$ cat src/rtl/pmp_pkg.sv
// pmp_pkg: shared types, constants and helpers for the PMP scan checker.
// Holds the address-mode encoding, privilege codes, cfg/access bit
// positions, the checker state encoding and the permission helper.
package pmp_pkg;

  typedef enum logic [1:0] {
    OFF   = 2'b00,
    TOR   = 2'b01,
    NA4   = 2'b10,
    NAPOT = 2'b11
  } AdrMode_t;

  localparam logic [1:0] PRIV_M = 2'b11;
  localparam logic [1:0] PRIV_S = 2'b01;
  localparam logic [1:0] PRIV_U = 2'b00;

  // Access type is one-hot {X,W,R}
  localparam int ACC_R = 0;
  localparam int ACC_W = 1;
  localparam int ACC_X = 2;

  // pmpcfg byte layout
  localparam int CFG_R    = 0;
  localparam int CFG_W    = 1;
  localparam int CFG_X    = 2;
  localparam int CFG_A_LO = 3;
  localparam int CFG_A_HI = 4;
  localparam int CFG_L    = 7;

  typedef enum logic [1:0] {
    IDLE = 2'b00,
    SCAN = 2'b01,
    DONE = 2'b10
  } state_t;

  // Every requested access kind must be granted by the entry's R/W/X bits.
  function automatic logic access_ok(input logic [2:0] perms, input logic [2:0] acc);
    return (!acc[ACC_R] || perms[CFG_R]) &&
           (!acc[ACC_W] || perms[CFG_W]) &&
           (!acc[ACC_X] || perms[CFG_X]);
  endfunction

endpackage

$ cat src/rtl/pmp_entry_match.sv
// pmp_entry_match: combinational match of one access against one PMP entry.
// Regions are word-granular, so an access of up to 8 naturally aligned
// bytes touches at most two words: lo_word and hi_word (equal unless Size=3).
// Match means any touched word is inside the region; AllBytesMatch means
// every touched word is inside it.
module pmp_entry_match #(
  parameter int PA_BITS = 56
) (
  input  logic [PA_BITS-1:0] PA,
  input  logic [1:0]         Size,
  input  logic [7:0]         Cfg,
  input  logic [PA_BITS-3:0] Adr,
  input  logic [PA_BITS-3:0] PrevAdr,
  output logic               Match,
  output logic               AllBytesMatch
);
  import pmp_pkg::*;

  localparam int AW = PA_BITS - 2;

  logic [AW-1:0] lo_word_s;
  logic [AW-1:0] hi_word_s;
  logic [AW-1:0] napot_care_s;
  logic          lo_in_s;
  logic          hi_in_s;
  logic          unused_bits_s;

  // Byte offset inside the word and the lock/reserved cfg bits do not affect region membership
  assign unused_bits_s = ^{PA[1:0], Cfg[7:5], Cfg[2:0]};

  // Region membership of the first and last touched word, by address mode
  always_comb begin
    lo_word_s = PA[PA_BITS-1:2];
    if (Size == 2'd3) begin
      hi_word_s = {lo_word_s[AW-1:1], 1'b1};
    end else begin
      hi_word_s = lo_word_s;
    end
    // Trailing ones plus the next bit are don't-care positions of a NAPOT region
    napot_care_s = ~(Adr ^ (Adr + AW'(1)));
    case (AdrMode_t'(Cfg[CFG_A_HI:CFG_A_LO]))
      TOR: begin
        lo_in_s = (lo_word_s >= PrevAdr) && (lo_word_s < Adr);
        hi_in_s = (hi_word_s >= PrevAdr) && (hi_word_s < Adr);
      end
      NA4: begin
        lo_in_s = (lo_word_s == Adr);
        hi_in_s = (hi_word_s == Adr);
      end
      NAPOT: begin
        lo_in_s = ((lo_word_s ^ Adr) & napot_care_s) == {AW{1'b0}};
        hi_in_s = ((hi_word_s ^ Adr) & napot_care_s) == {AW{1'b0}};
      end
      default: begin
        lo_in_s = 1'b0;
        hi_in_s = 1'b0;
      end
    endcase
    Match         = lo_in_s | hi_in_s;
    AllBytesMatch = lo_in_s & hi_in_s;
  end

endmodule

$ cat config.mk
export PLATFORM = sky130hd
export DESIGN_NAME = pmp_entry_match
export DESIGN_NICKNAME = d
export VERILOG_FILES = /design/src/rtl/pmp_pkg.sv /design/src/rtl/pmp_entry_match.sv
export SDC_FILE = /design/constraint.sdc
export NUM_CORES = 1
export LEC_CHECK = 0
export CAP_MARGIN = 40
export CORE_UTILIZATION = 60
export DETAILED_ROUTE_END_ITERATION = 10
export DONT_BUFFER_PORTS = 1
export GPL_TIMING_DRIVEN = 0
export PLACE_DENSITY_LB_ADDON = 0.1
export SLEW_MARGIN = 5
export SYNTH_ARGS = -nofsm -noshare
export SYNTH_HDL_FRONTEND = slang
export SYNTH_SLANG_ARGS = --single-unit
export TNS_END_PERCENT = 10
$ cat constraint.sdc
create_clock -name vclk -period 7.2
set_input_delay 2.16 -clock vclk [all_inputs]
set_output_delay 2.16 -clock vclk [all_outputs]
set_load 0.01 [all_outputs]
==> results of run 1 <==
[power groups by stage]
| stage | clock [mW] | combinational (mW) | sequential, mW |
|---|---|---|---|
| 3_5_place_dp | 0 | 0.179 | 0 |
| 4_1_cts | 0 | 0.180 | 0 |
| 5_1_grt | 0 | 0.209 | 0 |
| 3_3_place_gp | 0 | 0.172 | 0 |
| 6_report | 0 | 0.182 | 0 |
| 2_1_floorplan | 0 | 0.142 | 0 |
[through the flow]
step / util (%) / hold WS (ns) / instances / total power [mW]
after floorplan: - / 4.57 / 538 / 0.142
after detailed placement: 63.8 / 4.63 / 613 / 0.179
after global placement: 63.8 / 4.62 / 613 / 0.172
after CTS: 63.8 / 4.63 / 613 / 0.180
after global routing: 63.8 / 4.65 / 613 / 0.209
final: 63.8 / 4.63 / 613 / 0.182
[worst paths after layout]
kind                    from  slack (ns)            end  cells past startpoint
worst min-delay path  Adr[0]        4.63          Match                      3
worst max-delay path  Adr[4]        0.42  AllBytesMatch                     10
[placed cells by master (no fill, tap or decap), drive strengths merged, types with 7 or more instances in the layout]
cell / instances
nor4: 15
nand3: 24
o21ai: 15
nand4: 37
a21o: 13
inv: 113
a41oi: 10
and4: 9
nand2: 24
and3: 7
nor3: 16
a21oi: 59
ha: 111
nor2: 28
a31oi: 9
[routing by layer]
| metal | wire length (µm) | track usage, % |
|---|---|---|
| met2 | 5240 | 60.1 |
| met3 | 642 | 3.52 |
| met1 | 4190 | 33.9 |
| met5 | 0 | 0 |
| met4 | 148 | 5.54 |
[cells by family (layout without fill, tap and decap cells)]
kind of cell               Yosys count  in the layout  synth area share, %
and+or+nand+nor                    170            170                 25.8
AOI/OAI and AO/OA                  142            142                 24.9
buffers and inverters              114            114                 11.6
adders and majority gates          111            111                 37.5
xor gates and xnor gates             1              1                0.236
[final cells by class]
cell class                      instances  area (µm²)  area share (%)
Tap cell                               75        93.8            2.47
Buffer                                  1        5.00           0.132
Inverter                              113         424            11.2
Multi-Input combinational cell        424        3280            86.2
[critical path: stages]
cell,delay [ns]
inv_1,0.02
ha_1,0.32
a21oi_1,0.07
or3_1,0.33
or4_1,0.52
a2111oi_2,0.26
nand4_1,0.17
nor4_1,0.32
nand4_1,0.21
o21ai_0,0.22
==> results.ini, run 1 <==
[clocking]
cts_resized = 0
holdBufCountCts = 0
post_cts_buffers = 0

[floorplan]
core_mm2 = 0.00596
fp.dieArea_mm2 = 0.00649
num_rows = 28
die_x_um = 80.6
boundaryPins = 176
die-height_um = 80.6
initial_core_util_pct = 62.2

[drt]
via_per_inst = 6.45
ant_nets = 0
drt-initial-drc-count = 141
drt-pass1-iter-count = 5
wirelength_um = 10200
drc = 0
wl_per_cell_um = 16.7
num_vias = 3956

[setup_path]
path_class = in2out
worstPathRequired_ns = 5.04
end_kind = primary output
crit_fanout = 7
worstSetupStartpointType = input port
critical_path_arrival_ns = 4.62

[sta]
rsz0062_at_grt = no
worstMarginPinSlew_ns = 0.801
layout_min_cycle_time_ns = 6.78
finalCritPeriodShare_pct = 94.2
fin_ws_ns = 0.419
finalSetupViolations = 0
drv_slew = 0
tns_ns = 0
fmax_ghz = 0.147
hold_violations = 0
slew_headroom_pct = 45.9

[placement]
io_buffers = 0
dpl_cell_area_mm2 = 0.00380
hpwl_um = 9280
pre_cts_ws_ns = 0.420
gp_congestion = 0.895

[synth]
yosys-top-cells-count = inv_1 (113), ha_1 (111), a21oi_1 (59)
yosysWarnings = 0
syn_area_mm2 = 0.00371
synthTopCellsByArea = ha_1 (37%), inv_1 (11%), a21oi_1 (8.0%), nand4_1 (6.2%), nand3_1 (3.1%)
yosysMostFrequentCell = inv_1
synth_cell_types = 45
syn_avg_cell_area_um2 = 6.89
ys_seq_area_share_pct = 0
synth_top_cell_area_share_pct = 37.5
yosys.area.top_type = ha_1
synth_nets = 823
netlist_instances = 538

[global_routing]
grt_pass1_wl_um = 15800
overflow = 0
antenna_found_initial = 0
first_global_vias = 3854
grt_max_degree = 10
grt.total_usage_pct = 30.3

[worst_hold_path]
hp-class = in2out

[finish]
seq_area_um2 = 0
nFlopsAndLatches = 0
clock_buffers = 0
num-fill-cells = 605
stdcell_area_mm2 = 0.00380
final_nets = 825
final_layout_size_suffix_gt1_share_pct = 1.49
syn2layout_area_growth_pct = 2.53
diodes = 0

[power_and_ir_drop]
p_comb_share_pct = 100.0
leakage_nw = 2.08
seqPwrFrac_pct = 0
power_per_cell_area_mw_per_mm2 = 47.9
max-vdd-ir-drop_mv = 0.0249
p_int_uw = 81.2
switching_share_pct = 55.4
clkPwrFrac_pct = 0
p_sw_uw = 101

[job]
cap_viol_max_count = 0

[outcome]
status = complete, no violations

(Power assumes the default switching activity.)
==> inputs of run 2 (changes only) <==
--- a/config.mk
+++ b/config.mk
@@ -10,7 +10,7 @@
 export DETAILED_ROUTE_END_ITERATION = 10
 export DONT_BUFFER_PORTS = 1
 export GPL_TIMING_DRIVEN = 0
-export PLACE_DENSITY_LB_ADDON = 0.1
+export PLACE_DENSITY = 0.76
 export SLEW_MARGIN = 5
 export SYNTH_ARGS = -nofsm -noshare
 export SYNTH_HDL_FRONTEND = slang
==> constraint.sdc (replaced) <==
create_clock -name vclk -period 6.3
set_input_delay 1.89 -clock vclk [all_inputs]
set_output_delay 1.89 -clock vclk [all_outputs]
set_load 0.01 [all_outputs]
==> run 2 against run 1 <==
Design area up 0.89%. Flip-flop and latch count unchanged. Critical endpoint is now Match. Final cell count unchanged. Total power up 17%. Non-clock buffer count unchanged. Count of clock-buffer cells in the layout unchanged. Wire length up 1.4%.
==> results.ini, run 2 (same netlist as run 1, synthesis figures left out) <==
[drt]
ant_nets = 0  ; unchanged
drt-pass1-iter-count = 4  ; -1
drt-initial-drc-count = 163  ; +16%
wirelength_um = 10400  ; +1.4%
drc = 0  ; unchanged
wl_per_cell_um = 16.9  ; +1.4%
via_per_inst = 6.58  ; +2.0%
num_vias = 4035  ; +2.0%

[global_routing]
grt_max_degree = 10  ; unchanged
overflow = 0  ; unchanged
first_global_vias = 3904  ; +1.3%
grt_pass1_wl_um = 16100  ; +1.9%
grt.total_usage_pct = 30.6  ; +0.35 points
antenna_found_initial = 0  ; unchanged

[setup_path]
worstPathRequired_ns = 4.41  ; -0.63 ns
worstSetupStartpointType = input port
endpoint = Match
end_kind = primary output
path_class = in2out
cp-startpoint = Adr[4]
critical_path_arrival_ns = 4.24  ; -0.38 ns
crit_fanout = 7  ; unchanged

[placement]
dpl_cell_area_mm2 = 0.00380  ; unchanged
gp_congestion = 0.889  ; -0.73%
io_buffers = 0  ; unchanged
hpwl_um = 9440  ; +1.7%
dp.cells = 613  ; unchanged

[finish]
layout_common_cells = inv_1 (113), ha_1 (111), a21oi_1 (59), nand4_1 (37), nor2_1 (28)
seq_area_um2 = 0  ; unchanged
final_layout_size_suffix_gt1_share_pct = 2.23  ; +0.74 points
syn2layout_area_growth_pct = 3.44
stdcell_area_mm2 = 0.00383  ; +0.89%
clock_buffers = 0  ; unchanged
utilization_pct = 64.4  ; +0.57 points
fin_cells = 613  ; unchanged
final_nets = 825  ; unchanged
final_common_cell = inv_1
nFlopsAndLatches = 0  ; unchanged
diodes = 0  ; unchanged

[power_and_ir_drop]
p_int_uw = 93.7  ; +15%
switching_share_pct = 55.9  ; +0.56 points
clkPwrFrac_pct = 0  ; unchanged
seqPwrFrac_pct = 0  ; unchanged
p_sw_uw = 119  ; +18%
power_per_cell_area_mw_per_mm2 = 55.5  ; +16%
p_comb_share_pct = 100.0  ; about the same
leakage_nw = 2.09  ; +0.41%
max-vdd-ir-drop_mv = 0.0316  ; +27%

[sta]
worstMarginPinSlew_ns = 0.871  ; +0.0704 ns
finalCritPeriodShare_pct = 97.3
tns_ns = 0  ; unchanged
rsz0062_at_grt = no
slew_headroom_pct = 41.2  ; -4.8 points
layout_min_cycle_time_ns = 6.13
drv_slew = 0  ; unchanged
hold_violations = 0  ; unchanged
fmax_ghz = 0.163
hold_slack_ns = 4.09  ; -0.542 ns
finalSetupViolations = 0  ; unchanged

[floorplan]
num_rows = 28  ; unchanged
die-height_um = 80.6  ; unchanged
core_mm2 = 0.00596  ; unchanged
initial_core_util_pct = 62.2  ; unchanged
boundaryPins = 176  ; unchanged
fp.dieArea_mm2 = 0.00649  ; unchanged
die_x_um = 80.6  ; unchanged

[worst_hold_path]
min_from = Adr[0]
hp-class = in2out

[job]
cap_viol_max_count = 0  ; unchanged

[outcome]
status = complete, no violations

## run 2: cell count changes in the layout (fill, tap and decap cells not counted)
cell / previous run / this run
nor4_1: 13 / 11
nor4_2: 0 / 2
a2111oi_2: 1 / 0
a2111oi_4: 0 / 1
nand3_1: 23 / 22
nand3_2: 0 / 1
o21ai_0: 13 / 12
o21ai_2: 0 / 1
## run 2: how the worst min path moves through the flow
stage / endpoint / slack (ns) / cells past startpoint
2_1_floorplan: Match / 4.03 / 3
3_3_place_gp: Match / 4.10 / 3
3_5_place_dp: Match / 4.09 / 3
4_1_cts: Match / 4.10 / 3
5_1_grt: Match / 4.10 / 3
6_report: Match / 4.09 / 3
## run 2: layout make-up
| type | count | area, µm² |
|---|---|---|
| Fill cell | 582 | 2120 |
| Inverter | 113 | 424 |
| Buffer | 1 | 5.00 |
| Tap cell | 75 | 93.8 |
| Multi-Input combinational cell | 424 | 3310 |
## run 2: timing repair
item | in CTS | in global routing
endpoints found under the hold margin | 0 | 0
gates resized for setup | 0 | 6
setup endpoints to repair | 0 | 2
hold buffers | 0 | 0
setup buffers | 0 | 0
## run 2: per-layer routing
layer  track usage [%]  part of all wire (%)  vias to the layer above
met5                 0                     0                        -
met4              8.93                   2.4                        0
met3              4.32                   6.6                       18
met2              58.6                    50                      156
met1              34.4                    41                     1841
li1                  -                     -                     2020
## run 2: power by group through the flow
| stage | clock (mW) | sequential [mW] | combinational, mW |
|---|---|---|---|
| 2_1_floorplan | 0 | 0 | 0.162 |
| 5_1_grt | 0 | 0 | 0.242 |
| 3_3_place_gp | 0 | 0 | 0.198 |
| 3_5_place_dp | 0 | 0 | 0.207 |
| 4_1_cts | 0 | 0 | 0.208 |
| 6_report | 0 | 0 | 0.213 |
## run 2: stage by stage
stage | setup WS, ns | power [mW]
6_report | 0.173 | 0.213
5_1_grt | 0.0188 | 0.242
4_1_cts | 0.0186 | 0.208
3_5_place_dp | 0.0262 | 0.207
3_3_place_gp | 0.0271 | 0.198
2_1_floorplan | 0.430 | 0.162
## run 2: critical path: stages
cell and delay [ns]:
inv_1 0.02, ha_1 0.33, a21oi_1 0.07, or3_1 0.33, or4_1 0.56, a2111oi_4 0.23
nand4_1 0.21, nor4_2 0.21, nand4_1 0.21, nand3_2 0.16
